===== src/rtl/trap_controller_pkg.sv =====
// Shared definitions for the trap controller: FSM encoding, cause codes
// and default geometry of the fetch PC.
package trap_controller_pkg;

    localparam int INSTRUCTION_DEPTH = 256;
    localparam int DEFAULT_PC_W      = $clog2(INSTRUCTION_DEPTH);
    localparam int DEFAULT_HANDLER_ADDR = 'h10;
    localparam int CAUSE_W_DEFAULT   = 5;

    typedef enum logic [2:0] {
        TRAP_IDLE    = 3'd0,
        TRAP_ENTER   = 3'd1,
        TRAP_HANDLER = 3'd2,
        TRAP_RETURN  = 3'd3,
        TRAP_HALT    = 3'd4
    } trap_state_t;

    // MSB flags an interrupt; low 4 bits carry the code.
    localparam logic [4:0] CAUSE_ILLEGAL  = 5'h02;
    localparam logic [4:0] CAUSE_MISALIGN = 5'h00;
    localparam logic [4:0] CAUSE_ECALL    = 5'h0B;
    localparam logic [4:0] CAUSE_IRQ_EXT  = 5'h1B;

endpackage


===== src/rtl/trap_controller_priority_enc.sv =====
// Fixed-priority selection among pending trap sources:
// illegal > misalign > ecall > external interrupt.
module trap_priority_enc
    import trap_controller_pkg::*;
#(
    parameter int CAUSE_W = CAUSE_W_DEFAULT
) (
    input  logic               exc_illegal,
    input  logic               exc_misalign,
    input  logic               exc_ecall,
    input  logic               irq_req,
    output logic               event_valid,
    output logic               is_irq,
    output logic [CAUSE_W-1:0] cause
);

    always_comb begin
        event_valid = 1'b1;
        is_irq      = 1'b0;
        cause       = '0;
        if (exc_illegal) begin
            cause = CAUSE_W'(CAUSE_ILLEGAL);
        end else if (exc_misalign) begin
            cause = CAUSE_W'(CAUSE_MISALIGN);
        end else if (exc_ecall) begin
            cause = CAUSE_W'(CAUSE_ECALL);
        end else if (irq_req) begin
            cause  = CAUSE_W'(CAUSE_IRQ_EXT);
            is_irq = 1'b1;
        end else begin
            event_valid = 1'b0;
        end
    end

endmodule


===== src/rtl/trap_controller.sv =====
// Trap controller: captures exceptions/interrupts into EPC, redirects fetch
// to the handler and back on mret, and halts the core on a nested fault.
module trap_controller
    import trap_controller_pkg::*;
#(
    parameter int              PC_W         = DEFAULT_PC_W,
    parameter logic [PC_W-1:0] HANDLER_ADDR = PC_W'(DEFAULT_HANDLER_ADDR),
    parameter int              CAUSE_W      = CAUSE_W_DEFAULT
) (
    input  logic               clk,
    input  logic               rstn,
    input  logic [PC_W-1:0]    pc_current,
    input  logic [PC_W-1:0]    pc_next,
    input  logic               exc_illegal,
    input  logic               exc_misalign,
    input  logic               exc_ecall,
    input  logic               irq_ext,
    input  logic               irq_en,
    input  logic               mret,
    input  logic [PC_W-1:0]    epc_out,
    output logic               epc_en,
    output logic [PC_W-1:0]    epc_in,
    output logic               redirect_valid,
    output logic [PC_W-1:0]    redirect_pc,
    output logic               flush,
    output logic [CAUSE_W-1:0] cause_out,
    output logic               in_trap,
    output logic               halted
);

    trap_state_t        state_reg, state_next;
    logic [CAUSE_W-1:0] cause_reg;
    logic               cause_load;
    logic               evt_valid, evt_is_irq;
    logic [CAUSE_W-1:0] evt_cause;
    logic               exc_any;

    trap_priority_enc #(.CAUSE_W(CAUSE_W)) u_prio (
        .exc_illegal  (exc_illegal),
        .exc_misalign (exc_misalign),
        .exc_ecall    (exc_ecall),
        .irq_req      (irq_ext & irq_en),
        .event_valid  (evt_valid),
        .is_irq       (evt_is_irq),
        .cause        (evt_cause)
    );

    assign exc_any   = exc_illegal | exc_misalign | exc_ecall;
    assign cause_out = cause_reg;

    always_ff @(posedge clk or negedge rstn) begin
        if (!rstn) begin
            state_reg <= TRAP_IDLE;
            cause_reg <= '0;
        end else begin
            state_reg <= state_next;
            if (cause_load) begin
                cause_reg <= evt_cause;
            end
        end
    end

    always_comb begin
        state_next     = state_reg;
        cause_load     = 1'b0;
        epc_en         = 1'b0;
        epc_in         = '0;
        redirect_valid = 1'b0;
        redirect_pc    = '0;
        flush          = 1'b0;
        in_trap        = 1'b0;
        halted         = 1'b0;
        case (state_reg)
            TRAP_IDLE: begin
                // rstn gating keeps epc_en quiet while reset is held with flags up
                if (evt_valid && rstn) begin
                    epc_en     = 1'b1;
                    epc_in     = evt_is_irq ? pc_next : pc_current;
                    cause_load = 1'b1;
                    state_next = TRAP_ENTER;
                end
            end
            TRAP_ENTER: begin
                redirect_valid = 1'b1;
                redirect_pc    = HANDLER_ADDR;
                flush          = 1'b1;
                state_next     = TRAP_HANDLER;
            end
            TRAP_HANDLER: begin
                // Interrupts are masked here; a nested exception beats mret.
                in_trap = 1'b1;
                if (exc_any) begin
                    state_next = TRAP_HALT;
                end else if (mret) begin
                    state_next = TRAP_RETURN;
                end
            end
            TRAP_RETURN: begin
                redirect_valid = 1'b1;
                redirect_pc    = epc_out;
                flush          = 1'b1;
                in_trap        = 1'b1;
                state_next     = TRAP_IDLE;
            end
            TRAP_HALT: begin
                halted = 1'b1;
                flush  = 1'b1;
            end
            default: begin
                state_next = TRAP_IDLE;
            end
        endcase
    end

endmodule


===== config.mk =====
export PLATFORM = sky130hd
export DESIGN_NAME = trap_controller
export DESIGN_NICKNAME = d
export VERILOG_FILES = /design/src/rtl/trap_controller_pkg.sv /design/src/rtl/trap_controller_priority_enc.sv /design/src/rtl/trap_controller.sv
export SDC_FILE = /design/constraint.sdc
export NUM_CORES = 1
export LEC_CHECK = 0
export ABC_AREA = 1
export CAP_MARGIN = 40
export CORE_AREA = 2 2 48 50
export DETAILED_ROUTE_END_ITERATION = 12
export DIE_AREA = 0 0 50 52
export PLACE_DENSITY_LB_ADDON = 0.2
export SYNTH_ARGS = -nofsm -noshare
export SYNTH_HDL_FRONTEND = slang
export SYNTH_HIERARCHICAL = 1
export SYNTH_SLANG_ARGS = --single-unit

===== constraint.sdc =====
create_clock -name clk -period 2.4 [get_ports clk]
set_input_delay 0.6 -clock clk [delete_from_list [all_inputs] [get_ports clk]]
set_output_delay 0.6 -clock clk [all_outputs]
set_load 0.01 [all_outputs]

== After elaboration in Yosys (flattened, before gate mapping) ==
Index checks and enable logic that the tools add are counted.
Operators by class
  add/subtract/negate cells: 0
  multiply operators: 0
  divide/modulo/power cells: 0
  $lt $le $gt $ge: 0
  eq/ne operators: 6
  shifts and indexed selects: 0
  muxes and demuxes: 25
  bitwise gates (word level): 4
  reductions and logical operators: 6
Operator list (count)
  8-bit two-way mux: 3
  5-bit two-way mux: 4
  8-bit one-hot mux with 2 select lines: 1
  1-bit two-way mux: 13
  3-bit one-hot mux with 4 select lines: 1
  3-bit two-way mux: 3
  3-bit by 2-bit equality test with 1-bit output (second input constant): 2
  2-bit OR reduction: 2
  3-bit by 1-bit equality test with 1-bit output (second input constant): 1
  3-bit equality test (second input constant): 1
  3-bit logical NOT: 1
  3-bit != test (second input constant): 1
  3-bit AND reduction: 1
  3-bit OR reduction: 1
  2-bit != test (second input constant): 1
  1-bit OR: 2
  1-bit AND: 1
  1-bit logical AND: 1
  1-bit inverter: 1
Storage, ports and cells
  bits in registers: 8
  latch bits: 0
  RAM bits: 0
  ROM bits: 0
  bits of input ports: 32
  word-level logic and storage cells: 43
  memories: 0

== Logic depth before layout (Yosys ltp) ==
Gate-level depths: netlist (run 1).
  word-level depth: 8
  gate-level depth with buffers: 8

== Modules after synthesis ==
The synthesis (run 1) kept the hierarchy.
Modules (own cells, without submodules)
  trap_controller: instances 1, cells each 96, area each 618.1 µm², sequential area each 200.2 µm²
  trap_priority_enc: instances 1, cells each 15, area each 70.1 µm², sequential area each 0.0 µm²

== Worst setup path before layout (run 1) ==
OpenSTA, ideal clock, no wires.
  path kind: input to output
  start: input port irq_ext
  end: output port epc_in[0]
  arrival: 1436 ps
  data required time: 1800 ps
  setup slack: 364 ps
  stages on the path: 8
  path buffers: 1
  path through: nand2_1 > inv_1 > nand2_1 > nor2_1 > clkbuf_1 > inv_1 > nand2_1 > a21oi_2
On the way
  longest elaborated chain between the ends: 8
RTL lines
  start, declared: line trap_controller.sv:17  | input logic irq_ext,
  1-bit AND: line trap_controller.sv:42  | .irq_req (irq_ext & irq_en),
  1-bit two-way mux: line trap_controller_priority_enc.sv:27  | end else if (irq_req) begin
  1-bit two-way mux: line trap_controller_priority_enc.sv:25  | end else if (exc_ecall) begin
  1-bit two-way mux: line trap_controller_priority_enc.sv:23  | end else if (exc_misalign) begin
  1-bit two-way mux: line trap_controller_priority_enc.sv:21  | if (exc_illegal) begin
  named net evt_is_irq: line trap_controller.sv:34  | logic evt_valid, evt_is_irq;
  8-bit two-way mux: line trap_controller.sv:78  | epc_in = evt_is_irq ? pc_next : pc_current;
  8-bit two-way mux: line trap_controller.sv:76  | if (evt_valid && rstn) begin
  8-bit two-way mux: line trap_controller.sv:73  | case (state_reg)
  end, declared: line trap_controller.sv:22  | output logic [PC_W-1:0] epc_in,
The timed path passes the listed nets, and every way through them passes these cells.

== Final worst setup path (run 1) ==
  start: input port epc_out[0]
  end: output port redirect_pc[0]
On the way
  longest elaborated chain between the ends: 1
RTL lines
  start, declared: line trap_controller.sv:20  | input logic [PC_W-1:0] epc_out,
  8-bit one-hot mux with 2 select lines: line trap_controller.sv:73
  end, declared: line trap_controller.sv:24  | output logic [PC_W-1:0] redirect_pc,
Every way passes these cells.

==> metrics.md, run 1 <==
| Metric | Value |
|---|---|
| Post-synthesis adder-cell area fraction | 0% |
| Post-Synth Simple-Gate Area | 41.3% |
| Yosys warnings | 6 |
| Synth-to-layout area growth | 112% |
| Antenna violations before repair | 0 |
| RR Startpoint | state_reg[2] |
| Drt total wl | 2400 um |
| Max FO, Critical Path | 1 |
| Remaining antenna violation count | 0 |
| Worst setup EP type | output pin |
| Starting DRC count in detailed routing | 11 |
| Fillers | 159 |
| Worst slack on hold paths | 472 ps |
| CTS Sinks | 8 |
| Fin nets | 220 |
| Vias per inst | 4.41 |
| I/O pin cnt | 58 |
| Fin Setup TNS | 0 ps |
| Crit path from | epc_out[0] |
| Power Dens Cells | 715 nW/um^2 |
| Syn_area_per_cell | 6.20 um^2 |
| Ratio of cells with drive above 1 in the final layout | 30.6% |
| Core box area | 2110 um^2 |
| Chip Height | 52 um |
| Cts hold-fix bufs | 0 |
| Worst Path Arrival | 1740 ps |
| Post-Syn Instances | 111 |
| Tmin final | 2340 ps |
| Post-synthesis xor/xnor area fraction | 0% |
| Pleak | 0.751 nW |
| R2R cell count | 7 |
| Worst R2R End | cause_out[2] |
| Worst-path cell chain | clkdlybuf4s50_1 -> inv_1 -> nor2_1 -> clkdlybuf4s50_1 |
| GRT overflow | 0 |
| CTS tree | done |
| Fmax | 428 MHz |
| Final Power | 1.04 mW |
| Pins Over Slew Limit | 0 |
| Sequential share of the synthesized area | 29.1% |
| Routability cong. | 0.762 |
| WP buf/inv | 3 |
| WL per Instance | 11.2 um |
| Worst EP required | 1800 ps |
| Site Rows | 17 |
| DRC viols | 0 |
| Crit Path Category | in -> out |
| Syn Std Cell Area | 688 um^2 |
| HP Class | in -> async |
| Top delay family on crit path | buffers and inverters |
| Synth Register Bits | 8 |
| PortBufs | 57 |
| Critical Path Max Stage Delay | 540 ps |
| Most frequent CP cell | clkdlybuf4s50_1 |
| CTS Buffer Depth | 2 |
| Total of max-cap violations | 0 |
| Synth Area in Compound Gates | 13.8% |
| Commonest non-fill, non-tap cells in the layout | 41 x nand2_1, 41 x clkdlybuf4s50_1, 16 x buf_4 |
| Max reg flops | 5 |
| All-layer global routing usage | 19.5% |
| CTS H-tree depth | 1 |
| Vias in the first global route | 915 |
| Die Area | 2600 um^2 |
| Synth cell types | 15 |
| Clock skew | 5.44 ps |
| Worst setup SP type | input pin |
| CP max stage cell | clkdlybuf4s50_1 |
| Clock Latency Late Sink | 270 ps |
| # diodes | 0 |
| Setup slack, reg-to-reg | 950 ps |
| Detailed Place HPWL | 1670 um |
| Mapped Nets | 143 |
| Mux contribution to synthesized area | 0% |
| Result of the run | finished clean |
| Initial Utilization | 32.7% |
| Largest family of logic cells by synthesized area | simple AND/OR/NAND/NOR gates |
| Root buf cell | clkbuf_4 |
| Clock Pin Slew Worst Setup and Hold Paths | 60 ps |
| Final setup fails | 0 |
| Vias | 943 |
| Tcrit/Tclk final | 97.4% |
| Largest net degree at the start of global routing | 10 |
| VDD IR max | 0.570 mV |
| Number of CTS-inserted buffers | 3 |
| Drt first pass iters | 4 |
| Die X | 50 um |
| First-pass GRT wire length | 3910 um |
| Final Hold Fails | 0 |
-- how the worst max path moves through the flow --
stage,end,slack (ps),cells after the start
global route,redirect_pc[2],-6,5
finish,redirect_pc[0],60,4
global placement,epc_in[5],-570,8
CTS,epc_in[7],30,5
floorplan,epc_in[0],360,8
detailed placement,epc_in[2],-600,9
-- metrics by stage --
stage | cells | setup WS (ps) | cell area [um^2] | utilization, %
final | 214 | 61.3 | 1460 | 69.2
after global routing | 214 | -6.05 | 1460 | 69.2
after CTS | 214 | 28.4 | 1440 | 68.4
after detailed placement | 199 | -602 | 1320 | 62.5
after global placement | 199 | -566 | 1320 | 62.5
after floorplan | 111 | 364 | 688 | -
-- cell type report --
class | instances | area (um^2) | area share (%)
tap | 28 | 35.0 | 2.40
clock buffer | 3 | 22.5 | 1.55
inverter | 18 | 71.3 | 4.89
sequential | 8 | 201 | 13.8
multi-input combinational | 81 | 447 | 30.6
timing repair buffer | 76 | 681 | 46.7
-- layer usage --
metal  part of all wire [%]  global-route usage [%]  up-vias
li1                       -                       -      486
met1                     39                    21.0      421
met2                     54                    36.6       31
met3                    5.3                    4.89        5
met4                    1.4                    6.94        0
met5                      0                       0        -
-- cells by family (layout without fill, tap and decap cells) --
family	Yosys count	after routing
other	1	1
and+or+nand+nor	66	67
buffers and inverters	23	97
AOI/OAI and AO/OA	13	13
DFF	8	8
-- power by group --
part / switching [mW] / internal, mW / total (mW)
Clock: 0.0569 / 0.0579 / 0.115
Sequential: 0.0514 / 0.192 / 0.244
Combinational: 0.330 / 0.353 / 0.684
-- synthesized netlist by cell type --
master	instances	share of area, %
nor2_1	13	7.1
a21oi_2	8	10
o21ai_0	4	2.9
buf_6	1	1.6
nand3_1	3	2.2
dfrtp_1	8	29
nor2_4	2	3.3
clkbuf_1	1	0.54
nand4_4	1	3.1
inv_1	17	9.3
conb_1	1	0.54
nand2_1	47	26
buf_4	3	3.3
inv_2	1	0.54
o21ai_1	1	0.73
-- repair_timing --
item	in CTS	in global routing
cloned	2	0
setup buffers	10	0
pin swaps	6	3
endpoints found under the setup margin	9	11
resized for setup	57	10
-- worst reg2reg max path, cell delays in order, from the launching register on --
cell	delay, ps
dfrtp_2	450
nor2_4	200
nand4_4	140
buf_4	190
buf_4	130
buf_4	130
nand2_1	60
nand2_1	50
No activity file was read; power rests on OpenSTA's default activity.
==> run 2: changes to the inputs <==
- CAP_MARGIN: 40 -> unset
- SYNTH_HIERARCHICAL: 1 -> unset
==> metrics.md, run 2 <==
| Metric | Value |
|---|---|
| Result of the run | finished clean |
| Routability cong. | 0.767 |
| Final Cell Area | 1360 um^2 |
| VDD IR max | 0.416 mV |
| Drt total wl | 1900 um |
| Final setup fails | 0 |
| CTS H-tree depth | 1 |
| CTS tree | done |
| Worst Setup EP | epc_in[1] |
| Yosys warnings | 0 |
| Clock Latency Late Sink | 250 ps |
| Remaining antenna violation count | 0 |
| Root buf cell | clkbuf_4 |
| First-pass GRT wire length | 3040 um |
| Fin nets | 202 |
| Initial Utilization | 29.7% |
| Worst setup SP type | input pin |
| Worst EP required | 1800 ps |
| HP Class | reg -> reg |
| All-layer global routing usage | 15.3% |
| Clock skew | 1.43 ps |
| Final Power | 0.843 mW |
| Die Area | 2600 um^2 |
| Starting DRC count in detailed routing | 8 |
| Worst setup EP type | output pin |
| Total of max-cap violations | 0 |
| Synth cell types | 24 |
| # diodes | 0 |
| Most common cell after layout, fill and taps aside | clkdlybuf4s50_1 |
| Pleak | 0.669 nW |
| Worst R2R End | cause_out[4] |
| Antenna violations before repair | 0 |
| Tcrit/Tclk final | 97.5% |
| GRT overflow | 0 |
| Post-synth EDFFs | 0 |
| DRC viols | 0 |
| Commonest non-fill, non-tap cells in the layout | 42 x clkdlybuf4s50_1, 23 x nand2_1, 16 x nor2_1 |
| Tmin final | 2340 ps |
| HP Start | state_reg[1] |
| Vias per inst | 4.38 |
| Pins Over Slew Limit | 0 |
| Final core occ | 64.5% |
| Power Dens Cells | 621 nW/um^2 |
| Worst-path cell chain | dlygate4sd2_1 -> nor2_4 -> nand2_4 -> nor2_4 -> buf_6 -> nand2_2 -> a21oi_2 -> buf_2 |
| Hold path depth | 1 |
| Synth Register Bits | 6 |
| Mapped Nets | 127 |
| Post-Syn Instances | 95 |
| Most frequent CP cell | nor2_4 |
| Critical Path Max Stage Delay | 270 ps |
| Final Hold Fails | 0 |
| Core box area | 2110 um^2 |
| Vias | 859 |
| Detailed Place HPWL | 1500 um |
| Crit path from | exc_illegal |
| Syn Std Cell Area | 626 um^2 |
| Sequential share of the synthesized area | 24.0% |
| Drt first pass iters | 4 |
| Synth-to-layout area growth | 117% |
| Clock Pin Slew Worst Setup and Hold Paths | 40 ps |
| Placed Instance Area | 1230 um^2 |
| Setup slack, reg-to-reg | 1100 ps |
| Fmax | 428 MHz |
| Top cell type's share of synthesized area | 24.0% |
| WL per Instance | 9.69 um |
| CTS Sinks | 6 |
| I/O pin cnt | 58 |
| Synth area leaders | dfrtp_1 24%, nand2_1 16%, a21oi_2 11% |
| Number of CTS-inserted buffers | 3 |
| Worst Path Arrival | 1740 ps |
| Fin Setup TNS | 0 ps |
| Vias in the first global route | 796 |
| R2R cell count | 8 |
| RR Startpoint | state_reg[0] |
| Pre-CTS WS | -484 ps |
| Dominant synthesized flop cell | dfrtp_1 |
| Top cells by count, synth | 27 x nand2_1, 16 x nor2_1, 14 x inv_1 |
| Crit Path Category | in -> out |
| Count leader, synth | nand2_1 |
| Post-synth top area cell | dfrtp_1 |
| CP max stage cell | dlygate4sd2_1 |
| Async SR Flop Fraction | 100% |
| Die X | 50 um |
| PortBufs | 56 |
| CTS Buffer Depth | 2 |
| Site Rows | 17 |
| Largest net degree at the start of global routing | 10 |
| Worst setup margin | 60.9 ps |
| Ratio of cells with drive above 1 in the final layout | 32.1% |
| Syn_area_per_cell | 6.59 um^2 |
| Max FO, Critical Path | 4 |
| Chip Height | 52 um |
## run 2: cell count changes after synthesis, moves of 2 or more
cell / delta
nand2_1: -20
inv_1: -3
nor2_1: +3
o21ai_0: -3
dfrtp_1: -2
nand2_2: +2
## run 2: layout make-up
cell class	count	area, um^2
clock buffers	3	22.5
fillers	179	748
inverters	17	66.3
multi-input cells	70	422
flip-flops and latches	6	150
well taps	28	35.0
repair buffers	71	654
repair inverters	1	7.51
## run 2: how the worst min path moves through the flow
stage,slack (ps),end
floorplan,300,cause_out[1]
global placement,470,cause_out[1]
detailed placement,480,state_reg[1]
CTS,490,state_reg[1]
global route,500,state_reg[1]
finish,480,state_reg[1]
## run 2: kinds of logic (layout without fill, tap and decap cells)
logic type / count (synthesis) / after routing / share of synthesized area [%]
AO/OA/AOI/OAI: 13 / 13 / 16.0
buffers and inverters: 20 / 92 / 14.8
flip-flops: 6 / 6 / 24.0
other: 1 / 1 / 0.599
AND/OR/NAND/NOR: 55 / 56 / 44.6
## run 2: report_power, final
| part | switching (mW) | total, mW | leakage [nW] | internal [mW] |
|---|---|---|---|---|
| Combinational | 0.267 | 0.573 | 0.577 | 0.306 |
| Clock | 0.0404 | 0.0972 | 0.0138 | 0.0568 |
| Sequential | 0.0329 | 0.172 | 0.0782 | 0.139 |
| Total | 0.340 | 0.843 | 0.669 | 0.503 |
## run 2: timing repair
| item | in CTS | in global routing |
|---|---|---|
| setup endpoints to repair | 9 | 11 |
| pin swaps | 4 | 3 |
| resized for setup | 42 | 8 |
| gates cloned | 1 | 1 |
| hold buffers | 0 | 0 |
| buffers inserted | 5 | 5 |
| hold endpoints to repair | 0 | 0 |
## run 2: metal layers
metal	up-vias	part of all wire, %	GRT usage, %
met5	-	0	0
met4	0	2.3	10.2
met3	5	11	5.75
met2	51	49	27.9
met1	370	37	14.2
li1	433	-	-
## run 2: worst max-delay path: cells and delay by family
| family | cells | cell delay [ps] |
|---|---|---|
| AND/OR/NAND/NOR | 4 | 480 |
| AO/OA/AOI/OAI | 1 | 120 |
| buffers and inverters | 3 | 550 |
## run 2: per-stage QoR
stage / cells / hold slack (ps)
2_1_floorplan: 95 / 304
3_3_place_gp: 181 / 474
3_5_place_dp: 181 / 481
4_1_cts: 190 / 487
5_1_grt: 196 / 503
6_report: 196 / 485
